`src/rtl/mod_up_down_counter.sv`:
```
// rtl/mod_up_down_counter.sv - modulo up/down counter with wrap, saturate, one-shot and hold modes
// Sticky ovf, registered done; rco_b is combinational for cascading.
module mod_up_down_counter #(
  parameter int N = 8
) (
  input  logic         clk,
  input  logic         rst_b,
  input  logic         en_b,
  input  logic         load_b,
  input  logic         up,
  input  logic [1:0]   mode,
  input  logic [N-1:0] step,
  input  logic [N-1:0] mod_max,
  input  logic [N-1:0] load_in,
  output logic [N-1:0] q,
  output logic         rco_b,
  output logic         ovf,
  output logic         done
);

  typedef enum logic {RUN = 1'b0, HALT = 1'b1} state_t;

  localparam logic [1:0] M_WRAP = 2'b00;
  localparam logic [1:0] M_ONE  = 2'b10;
  localparam logic [1:0] M_HOLD = 2'b11;

  state_t       state, state_nx;
  logic [N-1:0] q_nx;
  logic         ovf_nx;
  logic         count_en;
  logic         wrap_ok;

  // All arithmetic at N+1 bits so q+step and q+mod_max+1 never truncate.
  logic [N:0] q_ext, step_ext, max_ext, lim_ext, sum_up, wrap_up, wrap_dn;

  assign q_ext    = {1'b0, q};
  assign step_ext = {1'b0, step};
  assign max_ext  = {1'b0, mod_max};
  assign lim_ext  = max_ext + 1'b1;
  assign sum_up   = q_ext + step_ext;
  assign wrap_up  = sum_up - lim_ext;
  assign wrap_dn  = q_ext + lim_ext - step_ext;

  assign count_en = load_b && !en_b && (mode != M_HOLD) && (state == RUN);
  // A step larger than the whole range cannot wrap meaningfully; clip instead.
  assign wrap_ok  = (mode == M_WRAP) && (step_ext <= max_ext);

  always_comb begin
    q_nx     = q;
    ovf_nx   = ovf;
    state_nx = state;
    if (!load_b) begin
      q_nx     = (load_in > mod_max) ? mod_max : load_in;
      ovf_nx   = 1'b0;
      state_nx = RUN;
    end else if (count_en && (step != '0)) begin
      if (q_ext > max_ext) begin
        ovf_nx = 1'b1;
        q_nx   = (up || (mode != M_WRAP)) ? mod_max : '0;
      end else if (up) begin
        if (sum_up <= max_ext) begin
          q_nx = sum_up[N-1:0];
        end else begin
          ovf_nx = 1'b1;
          q_nx   = wrap_ok ? wrap_up[N-1:0] : mod_max;
          if (mode == M_ONE) state_nx = HALT;
        end
      end else begin
        if (step_ext <= q_ext) begin
          q_nx = q - step;
        end else begin
          ovf_nx = 1'b1;
          q_nx   = wrap_ok ? wrap_dn[N-1:0] : '0;
          if (mode == M_ONE) state_nx = HALT;
        end
      end
    end
  end

  always_ff @(posedge clk) begin
    if (!rst_b) begin
      q     <= '0;
      ovf   <= 1'b0;
      state <= RUN;
    end else begin
      q     <= q_nx;
      ovf   <= ovf_nx;
      state <= state_nx;
    end
  end

  assign done  = (state == HALT);
  assign rco_b = !(!en_b && (mode != M_HOLD) && (state == RUN) &&
                   (up ? (q == mod_max) : (q == '0)));

endmodule

```
`config.mk`:
```
export PLATFORM = sky130hd
export DESIGN_NAME = mod_up_down_counter
export DESIGN_NICKNAME = d
export VERILOG_FILES = /design/src/rtl/mod_up_down_counter.sv
export SDC_FILE = /design/constraint.sdc
export NUM_CORES = 1
export LEC_CHECK = 0
export CORE_MARGIN = 2
export CORE_UTILIZATION = 30
export DETAILED_ROUTE_END_ITERATION = 16
export DONT_BUFFER_PORTS = 1
export SKIP_CTS_REPAIR_TIMING = 1
export SYNTH_ARGS = -nofsm -noshare
export SYNTH_HDL_FRONTEND = slang
export SYNTH_SLANG_ARGS = --single-unit
export TNS_END_PERCENT = 20
```
`constraint.sdc`:
```
create_clock -name clk -period 4.65 [get_ports clk]
set_clock_uncertainty 0.15 [all_clocks]
set_input_delay 1.395 -clock clk [delete_from_list [all_inputs] [get_ports clk]]
set_output_delay 1.395 -clock clk [all_outputs]
set_load 0.03 [all_outputs]
```
==> results of run 1 <==
[per-layer routing]
layer	part of all wire [%]	wire, um	up-vias
met5	0	0	-
met4	3.6	456	0
met3	6.3	804	35
met2	48	6080	147
met1	42	5410	1704
li1	-	-	1658
[final timing paths]
kind	end	slack (ps)	cells after the start
max	q[1]	70	16
min reg2reg	ovf	450	2
max reg2reg	q[1]	670	14
min	ovf	450	2
[Yosys cell counts (5+ instances only)]
cell type,count,share of area [%]
inv_1,53,6.0
o22ai_1,6,1.1
a21oi_1,35,5.3
o21a_1,5,1.1
a21o_1,7,1.6
o211ai_1,6,1.4
nor3_1,15,2.3
a211oi_1,7,1.6
nand4_1,5,0.95
fa_1,10,6.0
nor4_1,5,0.95
nor2_1,27,3.1
nand2b_1,6,1.1
o21ai_0,17,2.6
clkbuf_1,7,0.79
dfxtp_1,10,6.0
ha_1,64,24
nor2b_1,5,0.95
mux2i_1,10,3.0
mux2_2,5,1.7
nand2_1,24,2.7
nand3_1,13,2.0
xnor2_1,25,6.6
[cell families after synthesis]
kind of cell | after synthesis | synth area share [%]
muxes | 15 | 4.73
xor gates and xnor gates | 29 | 7.67
AOI/OAI and AO/OA | 119 | 24.6
buffers and inverters | 63 | 7.26
adders and majority gates | 74 | 30.2
and+or+nand+nor | 122 | 19.4
DFF | 10 | 6.05
[placed cells by master, fill, tap and decap left out, types with 3 or more instances in the layout]
cell type  count
and3_1         4
o21ai_0       15
nor4_1         5
fa_1           9
nor2b_1        5
clkbuf_8       4
o2bb2ai_1      3
nand3_1       13
buf_4         49
nor2_1        27
o21ai_1        3
a211oi_1       7
o21bai_1       4
mux2i_1       10
xnor2_1       24
nand2_1       24
a21oi_1       33
mux2_2         3
inv_1         53
o21a_1         5
o211ai_1       6
dfxtp_1       10
nor3_1        14
xor2_1         4
nand4_1        5
ha_1          63
or2_2          3
or3_1          3
o22ai_1        6
a21o_1         7
a31oi_1        3
nand2b_1       6
[power by group through the flow]
stage	Clock (mW)	Sequential [mW]	Combinational (mW)
floorplan	0	0.133	0.666
global placement	0	0.124	0.964
detailed placement	0	0.124	0.984
CTS	0.111	0.122	0.991
global route	0.115	0.124	1.16
finish	0.113	0.122	1.06
[layout make-up]
class | count | area [um2]
Tap cell | 140 | 175
Sequential cell | 10 | 200
Multi-Input combinational cell | 359 | 2930
Inverter | 54 | 203
Fill cell | 1128 | 6850
Timing Repair Buffer | 50 | 379
Clock buffer | 4 | 55.1
[per-stage QoR]
step / utilization (%) / setup WS, ps / cells / power [mW]
after global placement: 35.4 / -243 / 608 / 1.09
after CTS: 35.9 / -50.7 / 612 / 1.22
final: 36.5 / 68.3 / 617 / 1.29
after floorplan: - / -276 / 432 / 0.800
after detailed placement: 35.4 / -290 / 608 / 1.11
after global routing: 36.5 / -123 / 617 / 1.40
[worst register-to-register path, stage by stage, from the launching register on]
cell and delay (ps):
dfxtp_1 730, ha_1 370, nor2b_1 170, o21ai_0 150
nand3b_1 130, xnor2_1 160, ha_1 280, nand4_1 110
nor2_1 40, or4_1 390, o32a_1 390, nor2_8 190
mux2_4 320, a221oi_2 210, o21ai_1 70
[flip-flops by register name, summed over array words and instances (netlist names)]
signal / count
q: 8
ovf: 1
done: 1
==> run metrics, run 1 <==
Worst VDD drop=101 uV; layout cells sized above 1=16.6%; row count=38; die height=109 um; Sw Share=48.0%; worst setup path class=in2reg; CP Cell Sequence=ha_4 > fa_2 > nand2b_1 > a21oi_2 > o211ai_1 > nand2_1 > xnor2_2 > ha_1 > nand4_1 > nor2_1 > or4_1 > o32a_1 > nor2_8 > mux2_4 > a221oi_2 > o21ai_1; Crit path buffers/inverters=0; I/O Buffers=0; Fmax=218 MHz; Mapped Cells=432; origin of the worst setup path=step[0]; post-DR vias/cell=5.74; clk_lat worst skew=240 ps; crit share post-route=98.5%; initial antenna violation count=0; H-tree Lvls=1; Layout area overhead=19.2%; EDFF count, synth=0; Initial Util=30.7%; slowest stage delay, CP=390 ps; post-DP HPWL=10700 um; CTS Buf Count=3; clk sinks=10; R2R Path Start=q[1]; sequential share of power=9.5%; grt ovf=0; Setup Viol. Count Final=0; Die X=109 um; met2 Use GR=37.4%; min cycle time layout=4580 ps; vias=3544; worst hold slack=450 ps; net switching power figure=0.621 mW; WL per Instance=20.7 um; final WL=12700 um; WP data arrival=4560 ps; met1 Usage GRT=28.7%; post-synthesis sequential area ratio=6.05%; Final Wtd Congestion=0.995; Tightest Hold Check Type=reg2reg; hold path start=ovf; post-synthesis area per instance=7.66 um2; final max-slew violation count=0; max cap viols=0; P_leak=1.84 nW; Top Family by Delay on Critical Path=simple AND/OR/NAND/NOR gates; Worst-path clk slew=60 ps; Starting DRT DRC Count=273; overall routing resource usage=21.9%; largest net degree at the start of global routing=12; I/O Pins=42; RSZ-0062 raised after global routing=true; power share of the clock group=8.7%; status=completed; Synth Flop Type=dfxtp_1; Fin. Hold Viols=0; post-route ant nets=0; Post-DP Area=3820 um2; worst-margin pin slew=740 ps; CP Launch Type=primary input; slowest CP cell=or4_1; number of global-route vias before repair=3665; Synth cell types=60; clock buffer depth=2; busiest grt layer=met2; worst-path fanout max=5; Power Density=328 nW/um2; Syn. warnings=0; final instance area=3940 um2; syn_nets=537; Synth Register Bits=10; ys async rst share=0%; Netlist Area Pre-Place=3310 um2; Cell Int Power=0.672 mW; Setup TNS=0 ps; root buffer cell=clkbuf_8; M3 GR Usage=1.61%; area of the die=11900 um2; combinational power share=81.8%; required time of the critical path=4630 ps; first-pass GRT wire length=19700 um; CTS tree=built; router iterations before antenna repair=5; ant diodes=0; final routed DRC violation total=0; Critical Path End Type=flop; CORE AREA=10800 um2; slew margin rel.=50.2%; Post-layout nets=583
(Power assumes the default switching activity.)
==> run 2: changes to the inputs <==
Settings changed: TNS_END_PERCENT 20 to 1.
==> run 2 against run 1 <==
Via count fell by 0.56%. First-iteration DRC count fell by 12%. Utilization fell by 0.070 points. Largest cell class unchanged. Highest routed layer unchanged.
==> run metrics, run 2 (synthesized netlist as in run 1, its figures left out) <==
CP Launch Type=primary input; Setup TNS=0 ps (unchanged); Biggest register=q; non-filler cells, final=616 (-0.16%); FF/Latch Area=200 um2 (unchanged); ant diodes=0 (unchanged); I/O Pins=42 (unchanged); hold path depth=2 (unchanged); layout cells sized above 1=16.4% (-0.18 points); commonest cells after routing, fill and taps aside=ha_1, inv_1, buf_4, a21oi_1, nor2_1; max cap viols=0 (unchanged); grt ovf=0 (unchanged); area of the die=11900 um2 (unchanged); first-pass GRT wire length=19700 um (unchanged); crit share post-route=98.9% (+0.36 points); CTS Buf Count=3 (unchanged); slew margin rel.=51.5% (+1.4 points); Setup Viol. Count Final=0 (unchanged); slowest CP cell=or4_1; Die X=109 um (unchanged); final WL=12700 um (-0.26%); max layer used=met4; final max-slew violation count=0 (unchanged); post-route ant nets=0 (unchanged); fillcell total=1128 (unchanged); WL met3=760 um (-5.5%); RSZ-0062 raised after global routing=true; Final WS setup=51.8 ps (-16.5 ps); Fin. Hold Viols=0 (unchanged); min cycle time layout=4600 ps (+16.5 ps); post-DP HPWL=10700 um (unchanged); largest net degree at the start of global routing=12 (unchanged); multi-input logic area=2930 um2 (unchanged); Crit path buffers/inverters=0 (unchanged); number of flip-flops in the largest register=8 (unchanged); final instance area=3940 um2 (-0.19%); Worst-path clk slew=50 ps (about the same); slowest stage delay, CP=390 ps (about the same); Post-DP Area=3820 um2 (unchanged); CP Cell Sequence=ha_4 > fa_2 > nand2b_1 > a21oi_2 > o211ai_1 > nand2_1 > xnor2_2 > ha_1 > nand4_1 > nor2_1 > or4_1 > o32a_1 > nor2_8 > mux2_4 > a221oi_2 > o21ai_1; number of global-route vias before repair=3665 (unchanged); die height=109 um (unchanged); final core utilization=36.5% (-0.070 points); vias=3524 (-0.56%); Final Wtd Congestion=0.995 (unchanged); Crit. path cell count=16 (unchanged); Fmax=217 MHz (-0.36%); worst setup path class=in2reg; overall routing resource usage=21.9% (unchanged); worst-margin pin slew=720 ps (-20.1 ps); worst reg2reg path depth=14 (unchanged); root buffer cell=clkbuf_8; CORE AREA=10800 um2 (unchanged); post-DR vias/cell=5.72 (-0.40%); WP data arrival=4580 ps (+20 ps); Top Family by Delay on Critical Path=simple AND/OR/NAND/NOR gates; final routed DRC violation total=0 (unchanged); clk_lat worst skew=240 ps (about the same); status=completed; Layout area overhead=18.9%; Starting DRT DRC Count=239 (-12%); CTS tree=built; clock buffer depth=2 (unchanged); worst-path fanout max=5 (unchanged); initial antenna violation count=0 (unchanged); Critical Path End Type=flop; Power Density=328 nW/um2 (about the same); required time of the critical path=4630 ps (about the same); M1 wire length=5430 um (+0.37%); P_leak=1.83 nW (-0.29%); H-tree Lvls=1 (unchanged); Tightest Hold Check Type=reg2reg; dpl cells=608 (unchanged); met2 wire len=6060 um (-0.28%); most common cell after layout, fill and taps aside=ha_1; Initial Util=30.7% (unchanged); WL per Instance=20.6 um (about the same); I/O Buffers=0 (unchanged); pre-CTS setup slack=-290 ps (unchanged); Post-layout nets=582 (-0.17%); clk sinks=10 (unchanged); row count=38 (unchanged); Worst VDD drop=100 uV (-0.77%); router iterations before antenna repair=6 (+1)
-- run 2: path summary, 6_finish.rpt --
path | startpoint | endpoint | slack (ps)
max | step[0] | q[1] | 50
min | ovf | ovf | 450
max reg2reg | q[1] | q[1] | 650
min reg2reg | ovf | ovf | 450
-- run 2: worst register-to-register path: cells and delay by family, from the launching register on --
kind                       cells  cell delay, ps
muxes                          1             320
AOI/OAI and AO/OA              4             820
and+or+nand+nor                6            1040
adders and majority gates      2             660
DFF                            1             730
xor gates and xnor gates       1             160
-- run 2: report_power, final --
| group | total (mW) | switching (mW) | internal [mW] | leakage, nW |
|---|---|---|---|---|
| Clock | 0.113 | 0.0384 | 0.0748 | 0.0288 |
| Combinational | 1.05 | 0.554 | 0.500 | 1.72 |
| Sequential | 0.123 | 0.0271 | 0.0962 | 0.0822 |
| Total | 1.29 | 0.620 | 0.671 | 1.83 |
-- run 2: layout make-up --
cell class / instances / area share, %
clock buffer: 4 / 1.40
inverter: 54 / 5.15
multi-input combinational: 359 / 74.5
sequential: 10 / 5.09
tap: 140 / 4.45
timing repair buffer: 49 / 9.44
-- run 2: through the flow --
step	total power, mW	hold WS, ps
2_1_floorplan	0.800	418
3_3_place_gp	1.09	439
3_5_place_dp	1.11	444
4_1_cts	1.22	453
5_1_grt	1.40	486
6_report	1.29	449
-- run 2: routing by layer --
layer	track usage [%]	up-vias
met5	0	-
met4	8.52	0
met3	1.61	37
met2	37.4	155
met1	28.7	1678
li1	-	1654
==> run 3: changes to the inputs <==
Settings changed: HOLD_SLACK_MARGIN set to 0.03.
==> results of run 3 <==
The final DEF is identical to that of run 2; final timing and power are the same.
==> patch 1, RTL diff (settings of run 3) <==
Register the outputs `rco_b` and `done`, without a reset; this adds one clock of latency there. The other outputs are not delayed to match. Comments in the files are not updated.
--- a/src/rtl/mod_up_down_counter.sv
+++ b/src/rtl/mod_up_down_counter.sv
@@ -89,9 +89,10 @@
     end
   end
 
-  assign done  = (state == HALT);
-  assign rco_b = !(!en_b && (mode != M_HOLD) && (state == RUN) &&
-                   (up ? (q == mod_max) : (q == '0)));
+  always_ff @(posedge clk) begin
+    rco_b <= !(!en_b && (mode != M_HOLD) && (state == RUN) && (up ? (q == mod_max) : (q == '0)));
+    done  <= (state == HALT);
+  end
 
 endmodule
 
Function: changed (a bounded check fails within 4 cycles, from zero or initial values and one cycle with rst_b low).
==> patch 1 against run 3 <==
  * Sequential cell count up 2
  * Cell area fell by 2.4%
  * Routed wire length fell by 3.9%
  * Worst setup slack worse by 0.025 ns
  * Area after synthesis rose by 1.1%
  * Total power decreased by 1.2%
  * Fmax fell by 0.54%
  * Highest routed layer unchanged
==> patch 1: results (changes against run 3) <==
Final GP Congestion 1.06 (was 0.995); Worst VDD drop 0.129 mV (was 0.100 mV); grt met2 use 0.331 (was 0.374); CP delay by family, top compound AO/OA/AOI/OAI gates (was simple AND/OR/NAND/NOR gates); Nets 569 (was 582); Pre-Repair DR Iteration Count 5 (was 6); layout cells sized above 1 0.138 (was 0.164); Worst setup endpoint q[2]$_SDFFE_PN0P_ (was q[1]$_SDFFE_PN0P_); met2 WL post-DR 5610 um (was 6060 um); Total Wirelength 12200 um (was 12700 um); Worst Path Arrival 4.60 ns (was 4.58 ns); vias in the first global route 3369 (was 3665); via/cell ratio 5.79 (was 5.72); overall routing resource usage 0.201 (was 0.219); Net Count, Synth 540 (was 537); Max FO, Critical Path 6 (was 5); crit path launch step[4] (was step[0]); met1 wire length 5060 um (was 5430 um); first-pass GRT wire length 18500 um (was 19700 um); Max stage delay cell, worst path ha_2 (was or4_1); Synth area leaders ha_1 24%, dfxtp_1 7.2%, xnor2_1 6.0%, fa_1 6.0%, inv_1 5.3% (was ha_1 24%, xnor2_1 6.6%, dfxtp_1 6.0%, fa_1 6.0%, inv_1 6.0%); Post-synth top cells 64 x ha_1, 47 x inv_1, 34 x nor2_1 (was 64 x ha_1, 53 x inv_1, 35 x a21oi_1); placed insts 595 (was 608); status finished clean (unchanged); hold slack final 0.223 ns (was 0.449 ns); met3 wire length 1120 um (was 760 um); largest net degree at the start of global routing 16 (was 12); number of library cell types mapped by synthesis 61 (was 60); Hold Crit Depth 0 (was 2); HPWL after detailed placement 9900 um (was 10700 um); period utilization 0.994 (was 0.989); worst hold start state$_SDFFE_PN0P_ (was ovf$_SDFFE_PN0P_)
[patch 1: kinds of logic (layout without fill, tap and decap cells)]
logic type,Yosys count,count (layout),share of synthesized area
adders and majority gates,74,74,0.299
DFF,12,12,0.0718
buffers and inverters,64,91,0.0792
xor gates and xnor gates,28,28,0.0733
AOI/OAI and AO/OA,127,128,0.267
muxes,9,9,0.0280
and+or+nand+nor,121,121,0.181
[patch 1: where the power goes]
part	switching (mW)	internal [mW]
logic	0.572	0.454
registers	0.0119	0.114
clock network	0.0484	0.0752
[patch 1: layout make-up]
class                      instances  area [um2]  area share
multi-input combinational        360        2900       0.756
clock buffer                       4        55.1      0.0143
tap                              140         175      0.0456
inverter                          49         184      0.0479
sequential                        12         240      0.0625
timing repair buffer              38         285      0.0742
==> patch 2, RTL diff (flow settings as in run 3) <==
Without the edit above. Set the parameter `N` to 12 (it was 8).
--- a/src/rtl/mod_up_down_counter.sv
+++ b/src/rtl/mod_up_down_counter.sv
@@ -1,7 +1,7 @@
 // rtl/mod_up_down_counter.sv - modulo up/down counter with wrap, saturate, one-shot and hold modes
 // Sticky ovf, registered done; rco_b is combinational for cascading.
 module mod_up_down_counter #(
-  parameter int N = 8
+  parameter int N = 12
 ) (
   input  logic         clk,
   input  logic         rst_b,
Interface: changed (resized load_in, mod_max, q and step); port bits go from 42 to 58. No check against the original RTL was run, so the function may have changed too.
==> patch 2 against run 3 <==
  * The flow now finishes with violations (setup timing)
  * Worst setup slack lost 0.069 ns
  * Synthesized cell count up 60%
  * Total power up 65%
  * Critical endpoint is now q[4]$_SDFFE_PN0P_
  * Sequential cell count grew 4
  * Cell area rose by 60%
  * Largest cell class unchanged
  * Routed wire length is 58% higher
  * Largest power group unchanged
  * Area after synthesis grew 56%
  * Count of clock-buffer cells in the layout is the same
==> patch 2: results (changes against run 3) <==
first-pass GRT wire length 30200 um (was 19700 um); via/cell ratio 5.59 (was 5.72); Max stage delay cell, worst path a2111oi_1 (was or4_1); overall routing resource usage 0.215 (was 0.219); Setup WS post-layout -0.0177 ns (was 0.0518 ns); depth of the worst register-to-register path 14 (unchanged); compound-cell area share of the yosys netlist 0.252 (was 0.246); root buffer cell clkbuf_16 (was clkbuf_8); Slew Limit Headroom 0.277 (was 0.515); XOR/XNOR Fraction of Synth Area 0.0732 (was 0.0767); vias in the first global route 5246 (was 3665); worst hold start ovf$_SDFFE_PN0P_ (unchanged); number of library cell types mapped by synthesis 71 (was 60); layout cells sized above 1 0.200 (was 0.164); sequential area share after synthesis 0.0545 (was 0.0605); Worst VDD drop 0.177 mV (was 0.100 mV); Num CTS Buffers 3 (unchanged); Net Count, Synth 844 (was 537); hold slack final 0.456 ns (was 0.449 ns); FF-to-FF End q[11]$_SDFFE_PN0P_ (was q[1]$_SDFFE_PN0P_); Hold Crit Depth 2 (unchanged); Post-synth top cells 96 x ha_1, 70 x inv_1, 53 x a21oi_1 (was 64 x ha_1, 53 x inv_1, 35 x a21oi_1); placed cell areas 0.00609 mm2 (was 0.00382 mm2); htree depth 1 (unchanged); post-synthesis mux area share 0.0404 (was 0.0473); max reg flops 12 (was 8); Most used DFF post-synth dfxtp_1 (unchanged); Setup TNS -0.0267 ns (was 0 ns); Slowest Stage Delay on Critical Path 0.43 ns (was 0.39 ns); antenna violations before repair 0 (unchanged); r2r setup slk 0.62 ns (was 0.65 ns); Nets 923 (was 582); Pre-Repair DR Iteration Count 5 (was 6); Initial DRC Count 552 (was 239); failing checks setup timing; most common cell in the synthesized netlist ha_1 (unchanged); Post-synth ARST share 0 (unchanged); ANT nets after route 0 (unchanged); status finished, violations left (was finished clean); Fill cells 1781 (was 1128); reg2reg start q[4]$_SDFFE_PN0P_ (was q[1]$_SDFFE_PN0P_); Leakage 2.87 nW (was 1.83 nW); Reg clk slew, reported paths 0.05 ns (about the same); HPWL after detailed placement 17000 um (was 10700 um); Worst Path Arrival 4.70 ns (was 4.58 ns); Synth area leaders ha_1 23%, xnor2_1 5.6%, dfxtp_1 5.4%, fa_1 5.4%, a21oi_1 5.2% (was ha_1 24%, xnor2_1 6.6%, dfxtp_1 6.0%, fa_1 6.0%, inv_1 6.0%); Adder-Cell Fraction of Synth Area 0.288 (was 0.302); Max FO, Critical Path 7 (was 5); Final GP Congestion 0.961 (was 0.995); endpoints failing setup 2 (was 0); Worst Hold End ovf$_SDFFE_PN0P_ (unchanged); Hold Path Class reg -> reg (unchanged); antenna cell count 0 (unchanged); largest net degree at the start of global routing 28 (was 12); average wire per standard cell 20.3 um (was 20.6 um); Biggest register q (unchanged); Syn. warnings 0 (unchanged)
patch 2: through the flow:
step                      cells  setup WS [ns]
after floorplan             691        -0.0960
after global placement      983         -0.271
after detailed placement    983         -0.335
after CTS                   987        -0.0910
after global routing        989         -0.249
final                       989        -0.0177
patch 2: final cells by class:
class                   instances  area [um2]  area share
multi-input cells             583        4640       0.737
repair buffers                 97         744       0.118
flip-flops and latches         14         280      0.0445
well taps                     220         275      0.0437
inverters                      71         267      0.0423
clock buffers                   4        88.8      0.0141
patch 2: worst max path at each step:
stage / start / to / slack, ns / cells after the start
2_1_floorplan: step[0] / q[8]$_SDFFE_PN0P_ / -0.1 / 18
3_3_place_gp: step[1] / q[2]$_SDFFE_PN0P_ / -0.27 / 20
3_5_place_dp: step[0] / q[11]$_SDFFE_PN0P_ / -0.34 / 18
4_1_cts: step[0] / q[11]$_SDFFE_PN0P_ / -0.09 / 18
5_1_grt: step[0] / q[11]$_SDFFE_PN0P_ / -0.25 / 17
6_report: step[1] / q[4]$_SDFFE_PN0P_ / -0.02 / 20
patch 2: layer usage:
metal | share of wire | up-vias | global-route usage | wire length, um
li1 | - | 2683 | - | -
met2 | 0.46 | 235 | 0.354 | 9170
met1 | 0.44 | 2569 | 0.291 | 8770
met4 | 0.029 | 0 | 0.0561 | 577
met3 | 0.077 | 41 | 0.0387 | 1540
met5 | 0 | - | 0 | 0
patch 2: worst max-delay path: cells and delay by family:
family,cells,cell delay (ns)
buffers and inverters,4,0.45
AO/OA/AOI/OAI,8,1.35
multiplexers,1,0.27
adder cells (fa/ha/maj),2,0.51
AND/OR/NAND/NOR,5,0.73
patch 2: power breakdown:
part | switching (mW) | internal (mW)
clock | 0.0576 | 0.131
sequential | 0.0405 | 0.136
combinational | 0.956 | 0.813
